===== src/rtl/vga_pixel_fetch.sv =====
// vga_pixel_fetch: framebuffer prefetch FIFO and SCALE-fold pixel doubler; VGA_PIX_FETCH_UFLOW_CNT_EN enables the underflow counter
module vga_pixel_fetch #(
  parameter int SRC_W  = 200,
  parameter int SRC_H  = 150,
  parameter int SCALE  = 4,
  parameter int ADDR_W = 15,
  parameter int RD_LAT = 2,
  parameter int DEPTH  = 16
) (
  input  logic              MAX10_CLK1_50,
  input  logic              reset,
  input  logic              frame_start,
  input  logic              pix_req,
  output logic [11:0]       pix_rgb,
  output logic              uflow,
  output logic [15:0]       uflow_cnt,
  output logic              rd_en,
  output logic [ADDR_W-1:0] rd_addr,
  input  logic [11:0]       rd_data
);
  localparam int XW = SRC_W > 1 ? $clog2(SRC_W) : 1;
  localparam int VW = SRC_H * SCALE > 1 ? $clog2(SRC_H * SCALE) : 1;
  localparam int RW = SCALE > 1 ? $clog2(SCALE) : 1;
  localparam int PW = $clog2(DEPTH);
  localparam int CW = PW + 1;
  localparam int IW = $clog2(RD_LAT + 1);
  typedef enum logic [1:0] {IDLE = 2'd0, FETCH = 2'd1, DONE = 2'd2} state_t;
  state_t state, state_nxt;
  logic [XW-1:0] src_x;
  logic [VW-1:0] v;
  logic [RW-1:0] vrep, hrep;
  logic [ADDR_W-1:0] row_base;
  logic epoch;
  logic [RD_LAT-1:0] vld, ep;
  logic [IW-1:0] inflight;
  logic [11:0] mem [DEPTH];
  logic [PW-1:0] wr_ptr, rd_ptr;
  logic [CW-1:0] count;
  logic last_x, last_rd, ret, push, pop, empty, starve;
  // read issue, FIFO handshakes and next state; a return is kept only if tagged with the live epoch
  always_comb begin
    state_nxt = state;
    rd_en = state == FETCH && 32'(count) + 32'(inflight) < 32'(DEPTH);
    rd_addr = row_base + ADDR_W'(src_x);
    last_x = src_x == XW'(SRC_W - 1);
    last_rd = rd_en && last_x && v == VW'(SRC_H * SCALE - 1);
    ret = vld[RD_LAT-1];
    push = ret && ep[RD_LAT-1] == epoch && !frame_start;
    empty = count == '0;
    starve = frame_start || empty;
    pop = pix_req && !starve && hrep == RW'(SCALE - 1);
    state_nxt = frame_start ? FETCH : last_rd ? DONE : state;
  end
  // state register
  always_ff @(posedge MAX10_CLK1_50) begin
    if (reset) state <= IDLE;
    else state <= state_nxt;
  end
  // incremental address walk: each source row is read SCALE times before the row base advances
  always_ff @(posedge MAX10_CLK1_50) begin
    if (reset || frame_start) begin
      src_x <= '0;
      v <= '0;
      vrep <= '0;
      row_base <= '0;
    end else if (rd_en) begin
      src_x <= last_x ? '0 : src_x + 1'b1;
      if (last_x) begin
        v <= last_rd ? '0 : v + 1'b1;
        vrep <= (last_rd || vrep == RW'(SCALE - 1)) ? '0 : vrep + 1'b1;
        row_base <= last_rd ? '0 : vrep == RW'(SCALE - 1) ? row_base + ADDR_W'(SRC_W) : row_base;
      end
    end
  end
  // read-latency pipeline tagged with the frame epoch; inflight counts every read not yet returned
  always_ff @(posedge MAX10_CLK1_50) begin
    if (reset) begin
      vld <= '0;
      ep <= '0;
      epoch <= 1'b0;
      inflight <= '0;
    end else begin
      vld[0] <= rd_en;
      ep[0] <= epoch;
      for (int i = 1; i < RD_LAT; i++) begin
        vld[i] <= vld[i-1];
        ep[i] <= ep[i-1];
      end
      epoch <= epoch ^ frame_start;
      inflight <= inflight + IW'(rd_en) - IW'(ret);
    end
  end
  // FIFO storage
  always_ff @(posedge MAX10_CLK1_50) begin
    if (push) mem[wr_ptr] <= rd_data;
  end
  // FIFO pointers and occupancy, flushed at frame start
  always_ff @(posedge MAX10_CLK1_50) begin
    if (reset || frame_start) begin
      wr_ptr <= '0;
      rd_ptr <= '0;
      count <= '0;
    end else begin
      wr_ptr <= wr_ptr + PW'(push);
      rd_ptr <= rd_ptr + PW'(pop);
      count <= count + CW'(push) - CW'(pop);
    end
  end
  // pixel output: head repeated SCALE times, black plus uflow when starved or restarting
  always_ff @(posedge MAX10_CLK1_50) begin
    if (reset) begin
      pix_rgb <= 12'h000;
      uflow <= 1'b0;
      hrep <= '0;
    end else begin
      uflow <= pix_req && starve;
      if (frame_start) hrep <= '0;
      else if (pix_req && !empty) hrep <= hrep == RW'(SCALE - 1) ? '0 : hrep + 1'b1;
      if (pix_req) pix_rgb <= starve ? 12'h000 : mem[rd_ptr];
    end
  end
`ifdef VGA_PIX_FETCH_UFLOW_CNT_EN
  // saturating underflow event counter, cleared only by reset
  always_ff @(posedge MAX10_CLK1_50) begin
    if (reset) uflow_cnt <= 16'h0000;
    else if (uflow && uflow_cnt != 16'hFFFF) uflow_cnt <= uflow_cnt + 16'd1;
  end
`else
  assign uflow_cnt = 16'h0000;
`endif
endmodule

===== config.mk =====
export PLATFORM = sky130hd
export DESIGN_NAME = vga_pixel_fetch
export DESIGN_NICKNAME = d
export VERILOG_FILES = /design/src/rtl/vga_pixel_fetch.sv
export SDC_FILE = /design/constraint.sdc
export NUM_CORES = 1
export LEC_CHECK = 0
export CAP_MARGIN = 5
export CORE_UTILIZATION = 64
export DETAILED_ROUTE_END_ITERATION = 8
export GPL_ROUTABILITY_DRIVEN = 0
export HOLD_SLACK_MARGIN = 0.1
export PLACE_DENSITY = 0.95
export SYNTH_ARGS = -nofsm -noshare
export SYNTH_HDL_FRONTEND = slang
export SYNTH_SLANG_ARGS = --single-unit

===== constraint.sdc =====
create_clock -name MAX10_CLK1_50 -period 6.1 [get_ports MAX10_CLK1_50]
set_clock_uncertainty 0.2 [all_clocks]
set_input_delay 0.915 -clock MAX10_CLK1_50 [delete_from_list [all_inputs] [get_ports MAX10_CLK1_50]]
set_output_delay 0.915 -clock MAX10_CLK1_50 [all_outputs]
set_load 0.01 [all_outputs]

==> flow_summary.ini, run 1 <==
[run_status]
status = complete, no violations

[global_route]
antenna_found_initial = 1
grt_usage = 0.300
grt-ovfl-total = 0
first_global_vias = 6958
grt_max_degree = 50
grt_pass1_wl_um = 39700

[drt]
topRoutingLayerUsed = met4
drt-total-wl_um = 26300
drt_iter0_drc = 953
wl_met3_um = 2620
dr_wl_met2_um = 13100
via_per_inst = 6.80
met1Wirelength_um = 9230
routedWlPerCell_um = 25.6
routed-via-count = 6972
drcViolationCount = 0
first_pass_iters = 5
ant_nets = 0

[synthesis]
yosysTopAreaCell = edfxtp_1
async_flop_share = 0
synth-edff-count = 192
syn_area_um2 = 11100
netlist_instances = 743
synth_ff_type = edfxtp_1
yosysUniqueCellTypes = 60
yosysWarnings = 0
ys_seq_area_frac = 0.645
synth_top_cell_area_share = 0.520
synth.avg_cell_area_um2 = 14.9
ys_seq_elements = 261
synthTopCellsByArea = edfxtp_1 (52%), dfxtp_1 (12%), mux4_2 (10%), ha_1 (2.8%), mux2i_1 (2.2%)

[die]
die-height_um = 134
core_area_um2 = 16800
die_area_um2 = 17800
pin_count = 61
fp.dieW_um = 134
start_util = 0.661
rows = 47

[timing]
holdWs_ns = 0.257
setup_viol = 0
hold_viol_final = 0
worst_pin_slew_ns = 1.29
timing.slew.headroom = 0.137
finalCriticalPeriod_ns = 4.66
max_freq_ghz = 0.214
fin_setup_tns_ns = 0
period_share = 0.764
rsz0062_at_grt = false
maxSlewViolCount = 0

[power_and_ir_drop]
ir_drop_mv = 0.263
leakage_uw = 0.00416
p_per_area_nw_per_um2 = 275

[worst_setup_path]
crit_fanout = 11
cpMaxStageDelayCell = nor3_1
arrival_ns = 3.55
crit_type = reg -> out
crit_buf_inv = 2
path_cells = ha_1 -> and2_1 -> nor3_1 -> o21ai_0 -> inv_1 -> clkdlybuf4s50_1
cp_slowest_stage_delay_ns = 0.93
worst_setup_path_start_kind = flop
critical_path.top_delay_family = simple AND/OR/NAND/NOR gates
worst-endpoint-required_ns = 4.98
worstSetupEndpointType = output port

[cts]
cts_tree = yes
clk_pin_slew_ns = 0.06
cts_root_buffer = clkbuf_16
htree_levels = 1
cts_buffer_depth = 3
cts_sinks = 261
clk_latency_ns = 0.54
cts_resized = 0
cts_setup_buffers = 0
ctsHoldBuffers = 0
numCtsBuffers = 25

[finish]
syn2layout_area_growth_pct = 12.3
drive_gt1_frac = 0.149
final_nets = 829
finalInstanceArea_um2 = 12400
multi_input_area_um2 = 3630
ff_latch_area_um2 = 7150
fillers = 869

[min_path]
min_path_type = reg -> reg

[place]
placed_cell_area_um2 = 11700
dp.final_hpwl_um = 15300
portBuffers = 44

[run]
drv_cap = 0
==> cell families after synthesis <==
kind of cell / Yosys count / synth area share
buffers and inverters: 77 / 0.0350
AND/OR/NAND/NOR: 168 / 0.0832
AO/OA/AOI/OAI: 111 / 0.0645
adder cells (fa/ha/maj): 26 / 0.0300
flip-flops: 261 / 0.645
multiplexers: 73 / 0.121
other: 1 / 0.000338
XOR/XNOR: 26 / 0.0206
==> final timing paths <==
check	slack, ns	from	depth (start not counted)	to
min reg2reg	0.26	ep[0]	1	ep[1]
max reg2reg	2.64	count[2]	15	count[4]
max	1.44	count[4]	6	rd_en
min	0.26	ep[0]	1	ep[1]
==> metrics by stage <==
stage	setup WS (ns)	power, µW	instances	utilization
2_1_floorplan	3.05	1990	758	-
3_3_place_gp	2.17	2010	979	0.697
3_5_place_dp	1.97	2010	979	0.697
4_1_cts	1.37	3420	1024	0.741
5_1_grt	1.31	3500	1025	0.742
6_report	1.44	3430	1026	0.742
==> state kept, by name (all words and copies together), names as in the netlist, 4 cells and up <==
register	flops
row_base	12
pix_rgb	12
wr_ptr	4
mem	192
rd_ptr	4
v	10
src_x	8
count	5
==> worst register-to-register path, stage by stage, from the launching register on <==
cell      delay, ns
dfxtp_1        0.36
inv_1          0.09
ha_1           0.17
nor4b_1        0.58
nand2b_1       0.28
nor3b_1        0.12
ha_1           0.30
inv_1          0.05
ha_1           0.18
inv_1          0.08
fa_1           0.41
inv_1          0.07
a21oi_1        0.05
nor2_1         0.15
or3_1          0.16
a21oi_1        0.07
==> cells in the final DEF (no fill, tap or decap), types with 9 or more instances in the layout <==
cell type	count
edfxtp_1	192
dfxtp_1	67
mux4_2	49
nor2_1	46
clkdlybuf4s50_1	44
a21oi_1	32
ha_1	25
clkbuf_16	25
mux2i_1	24
nand2_1	20
inv_1	20
o21ai_0	17
conb_1	16
xor2_1	15
nand3_1	15
o22ai_1	14
buf_4	14
a21o_1	13
xnor2_1	11
nand4_1	11
and2_1	9
a211oi_1	9
or3_1	9
==> Yosys cell counts (3+ instances only) <==
cell and instances:
edfxtp_1 192, dfxtp_1 69, mux4_2 49, nor2_1 48, a21oi_1 32, ha_1 25, clkbuf_1 24, mux2i_1 24
buf_4 22, inv_1 20, nand2_1 20, o21ai_0 17, nand3_1 15, xor2_1 15, o22ai_1 14, a21o_1 13
nor3_1 12, nand4_1 11, xnor2_1 11, a211oi_1 9, and2_1 9, or3_1 9, buf_2 7, nand2b_1 6
nor2b_1 6, nor3b_1 5, a31oi_1 3, and3_1 3, buf_1 3, nand3b_1 3, o211a_1 3, o211ai_1 3
o311ai_0 3, o31ai_1 3, or4_1 3
==> power breakdown <==
part           internal [µW]  total (µW)  switching, µW
Combinational           21.5        66.2           44.6
Sequential              1910        1910           4.76
Clock                    785        1450            665
==> layer usage <==
layer / global-route usage / vias to the layer above
met5: 0 / -
met4: 0.149 / 0
met3: 0.0498 / 126
met2: 0.499 / 515
met1: 0.384 / 3399
li1: - / 2932
==> layout make-up <==
cell class | count | share of cell area
diodes | 1 | 0.000201
multi-input cells | 420 | 0.292
clock buffers | 33 | 0.0543
well taps | 220 | 0.0221
clock inverters | 12 | 0.00603
flip-flops and latches | 261 | 0.575
inverters | 20 | 0.00603
repair buffers | 59 | 0.0447
No activity file was read; power rests on OpenSTA's default activity.
==> inputs of run 2 (changes only) <==
CORE_UTILIZATION = 54   (was 64)
PLACE_DENSITY = 0.87   (was 0.95)
clock period = 3.9 ns   (was 6.1 ns; I/O delays follow)
==> flow_summary.ini, run 2 (same netlist as run 1, synthesis figures left out) <==
[finish]
mostFrequentLayoutCells = edfxtp_1 (192), dfxtp_1 (66), mux4_2 (49), nor2_1 (48), clkdlybuf4s50_1 (42)
fillers = 1384
reg_top3 = mem (192), pix_rgb (12), row_base (12)
drive_gt1_frac = 0.176
layoutNonFillerInstCount = 1094
final_nets = 847
syn2layout_area_growth_pct = 14.5
largest_reg_flops = 192
n_antenna_cell = 0
largest-register = mem
final_common_cell = edfxtp_1

[timing]
rsz0062_at_grt = false
period_share = 0.941
setup_viol = 0
worst_pin_slew_ns = 0.858
maxSlewViolCount = 0
hold_viol_final = 0
max_freq_ghz = 0.272
finalCriticalPeriod_ns = 3.67
fin_setup_tns_ns = 0
timing.slew.headroom = 0.428

[drt]
via_per_inst = 6.04
ant_nets = 0
routedWlPerCell_um = 21.7
drcViolationCount = 0
drt-total-wl_um = 23800
routed-via-count = 6605
first_pass_iters = 5
drt_iter0_drc = 764

[cts]
htree_levels = 1
clk_pin_slew_ns = 0.06
clk_latency_ns = 0.53
cts_buffer_depth = 3
cts_sinks = 261
cts_setup_buffers = 0
cts_tree = yes
numCtsBuffers = 25
cts_root_buffer = clkbuf_16
ctsHoldBuffers = 0

[place]
dp.final_hpwl_um = 15000
portBuffers = 44
dp_cells = 1048

[worst_setup_path]
worst_setup_path_start_kind = flop
rr_worst_depth = 16
worstSetupEndpointType = output port
arrival_ns = 2.89
crit_fanout = 6
crit_type = reg -> out
worst-endpoint-required_ns = 3.12

[run]
drv_cap = 0

[power_and_ir_drop]
leakage_uw = 0.00432
p_per_area_nw_per_um2 = 430
ir_drop_mv = 0.367

[min_path]
hold_depth = 1
min_path_type = reg -> reg

[die]
core_area_um2 = 20200
die_area_um2 = 21100
pin_count = 61
fp.dieW_um = 145
die-height_um = 145
start_util = 0.549
rows = 52

[global_route]
first_global_vias = 6667
grt_usage = 0.230
grt_max_degree = 43
antenna_found_initial = 0
grt_pass1_wl_um = 37100
grt-ovfl-total = 0

[run_status]
status = complete, no violations
## run 2: cell types whose count changed in the layout (fill, tap and decap cells not counted), moves of 2 or more
cell / change
buf_4: +19
bufinv_16: +2
clkbuf_1: -6
clkdlybuf4s50_1: -2
clkinv_2: +4
clkinv_4: +2
clkinvlp_4: +2
dlymetal6s2s_1: +2
nor2_1: +2
nor2_2: -2
## run 2: stage by stage
stage,util,hold WS (ns),instance area (µm²),setup slack [ns],total power [µW]
final,0.629,0.254,12700,0.230,5460
after global routing,0.629,0.262,12700,0.0416,5600
after CTS,0.629,0.264,12700,0.0504,5480
after detailed placement,0.589,0.242,11900,0.476,3150
after global placement,0.589,0.217,11900,0.534,3150
after floorplan,-,0.214,11100,1.15,3110
## run 2: metal layers
layer  vias up  global-route usage  part of all wire
li1       2955                   -                 -
met1      3245               0.297              0.38
met2       331               0.393              0.51
met3        74              0.0308             0.071
met4         0              0.0995             0.038
met5         -                   0                 0
## run 2: report_power, final
part / switching [µW] / total [µW] / internal [µW]
sequential: 6.88 / 2990 / 2980
combinational: 68.6 / 104 / 35.2
clock: 1030 / 2370 / 1330
## run 2: what timing repair did
item,in CTS,in global routing
gates resized for setup,1,3
endpoints found under the setup margin,2,2
gates cloned,0,0
## run 2: cell type report
cell class | instances | area (µm²) | area share
Clock inverter | 20 | 166 | 0.0131
Timing Repair Buffer | 77 | 693 | 0.0546
Inverter | 20 | 75.1 | 0.00592
Clock buffer | 26 | 639 | 0.0504
Multi-Input combinational cell | 420 | 3620 | 0.286
Sequential cell | 261 | 7150 | 0.564
Tap cell | 270 | 338 | 0.0266
## run 2: final timing paths
| check | slack [ns] | to | start |
|---|---|---|---|
| worst max-delay path | 0.23 | rd_addr[12] | src_x[4] |
| worst min-delay path | 0.25 | vld[1] | vld[0] |
| worst max register to register | 0.66 | count[4] | count[2] |
| worst min register to register | 0.25 | vld[1] | vld[0] |
## run 2: critical path: stages, from the launching register on
cell and delay, ns:
dfxtp_1 0.44, ha_1 0.30, a21oi_1 0.24, o21bai_2 0.13, a21o_1 0.23, o311ai_0 0.40
clkdlybuf4s50_1 0.63
==> inputs of run 3 (changes only) <==
CELL_PAD_IN_SITES_DETAIL_PLACEMENT = 0   (was unset)
CELL_PAD_IN_SITES_GLOBAL_PLACEMENT = 1   (was unset)
CORE_UTILIZATION = 45   (was 54)
PLACE_DENSITY = 0.86   (was 0.87)
==> flow_summary.ini, run 3 (same netlist as run 1, synthesis figures left out) <==
[run_status]
status = complete, no violations

[cts]
cts_root_buffer = clkbuf_16
cts_setup_buffers = 0
clk_latency_ns = 0.56
clk_pin_slew_ns = 0.06
cts_buffer_depth = 3
cts_sinks = 261
cts_tree = yes
numCtsBuffers = 28
htree_levels = 1

[die]
die_area_um2 = 25300
pin_count = 61
rows = 57
core_area_um2 = 24200
fp.dieW_um = 159
die-height_um = 159
start_util = 0.457

[timing]
setup_slack_ns = 0.225
setup_viol = 0
timing.slew.headroom = 0.351
worst_pin_slew_ns = 0.974
hold_viol_final = 0
max_freq_ghz = 0.272
rsz0062_at_grt = false
finalCriticalPeriod_ns = 3.68
period_share = 0.942
fin_setup_tns_ns = 0
maxSlewViolCount = 0

[power_and_ir_drop]
swShare = 0.191
p_int_uw = 4880
clockPowerShare = 0.487
p_per_area_nw_per_um2 = 464
p_switching_uw = 1150
pwr-share-comb = 0.017
leakage_uw = 0.00439
sequentialPowerShare = 0.496
ir_drop_mv = 0.326

[worst_setup_path]
critical_path.top_delay_family = compound AO/OA/AOI/OAI gates
cp_common_cell = a21oi_1
crit_type = reg -> out
rr_worst_depth = 15
worstSetupEndpointType = output port
cpMaxStageDelayCell = or4b_2
crit_buf_inv = 1
crit_fanout = 6
arrival_ns = 2.89
worst-endpoint-required_ns = 3.12
worstSetupPathDepth = 7
worst_setup_path_start_kind = flop
cp_slowest_stage_delay_ns = 0.65
path_cells = ha_1 -> a21oi_1 -> o21bai_2 -> a21oi_1 -> or4b_2 -> o311ai_0 -> dlygate4sd2_1

[finish]
final_nets = 849
mostFrequentLayoutCells = edfxtp_1 (192), dfxtp_1 (66), mux4_2 (49), nor2_1 (48), clkdlybuf4s50_1 (42)
reg_top3 = mem (192), pix_rgb (12), row_base (12)
syn2layout_area_growth_pct = 17.3
largest_reg_flops = 192
layoutNonFillerInstCount = 1153
largest-register = mem
drive_gt1_frac = 0.175
n_antenna_cell = 0
finalInstanceArea_um2 = 13000
final_common_cell = edfxtp_1

[drt]
topRoutingLayerUsed = met4
routed-via-count = 6405
wl_met3_um = 1360
drt-total-wl_um = 22700
first_pass_iters = 5
dr_wl_met2_um = 10900
ant_nets = 0
routedWlPerCell_um = 19.7
drt_iter0_drc = 499
via_per_inst = 5.56
drcViolationCount = 0
met1Wirelength_um = 9990

[place]
dp_cells = 1101
dp.final_hpwl_um = 14200
placed_cell_area_um2 = 11900
portBuffers = 44
pre_cts_ws_ns = 0.404

[global_route]
grt_usage = 0.183
antenna_found_initial = 0
grt_max_degree = 36
first_global_vias = 6235
grt-ovfl-total = 0
grt_pass1_wl_um = 35900

[run]
drv_cap = 0

[min_path]
hold_depth = 1
min_path_type = reg -> reg
-- run 3: cell types whose count changed in the layout (fill, tap and decap cells not counted), sizes merged --
cell,change
clkbuf,+8
bufinv,+6
clkinv,-6
dlygate4sd2,+2
dlymetal6s2s,-2
buf,-1
clkinvlp,-1
inv,-1
-- run 3: final timing paths --
check / endpoint / slack [ns] / startpoint
worst min-delay path: vld[1] / 0.23 / vld[0]
worst min register to register: vld[1] / 0.23 / vld[0]
worst max-delay path: rd_addr[11] / 0.22 / src_x[4]
worst max register to register: count[4] / 0.81 / count[2]
-- run 3: metal layers --
layer / vias up / track usage
met1: 3217 / 0.258
li1: 2971 / -
met2: 188 / 0.297
met3: 29 / 0.0277
met5: - / 0
met4: 0 / 0.0463
-- run 3: area by class of cell --
cell class              count  area, µm²
well taps                 324        405
fillers                  1951      11200
multi-input cells         420       3630
inverters                  20       75.1
clock buffers              34        723
clock inverters            18        322
repair buffers             76        691
flip-flops and latches    261       7150
-- run 3: per-stage QoR --
stage          hold slack (ns)  total power (µW)   util
6_report                 0.234              6030  0.536
2_1_floorplan            0.214              3110      -
3_3_place_gp             0.218              3150  0.493
4_1_cts                  0.234              6080  0.536
3_5_place_dp             0.220              3150  0.493
5_1_grt                  0.258              6200  0.536
-- run 3: power by group through the flow --
stage / logic (µW) / clock network [µW] / registers (µW)
2_1_floorplan: 55.6 / 0 / 3050
3_3_place_gp: 99.2 / 0 / 3050
3_5_place_dp: 102 / 0 / 3050
4_1_cts: 103 / 2990 / 2990
5_1_grt: 114 / 3100 / 2990
6_report: 102 / 2940 / 2990
-- run 3: what timing repair did --
item	CTS	global route
gates resized for setup	4	2
hold buffers	0	0
gates cloned	0	0
endpoints found under the setup margin	2	3
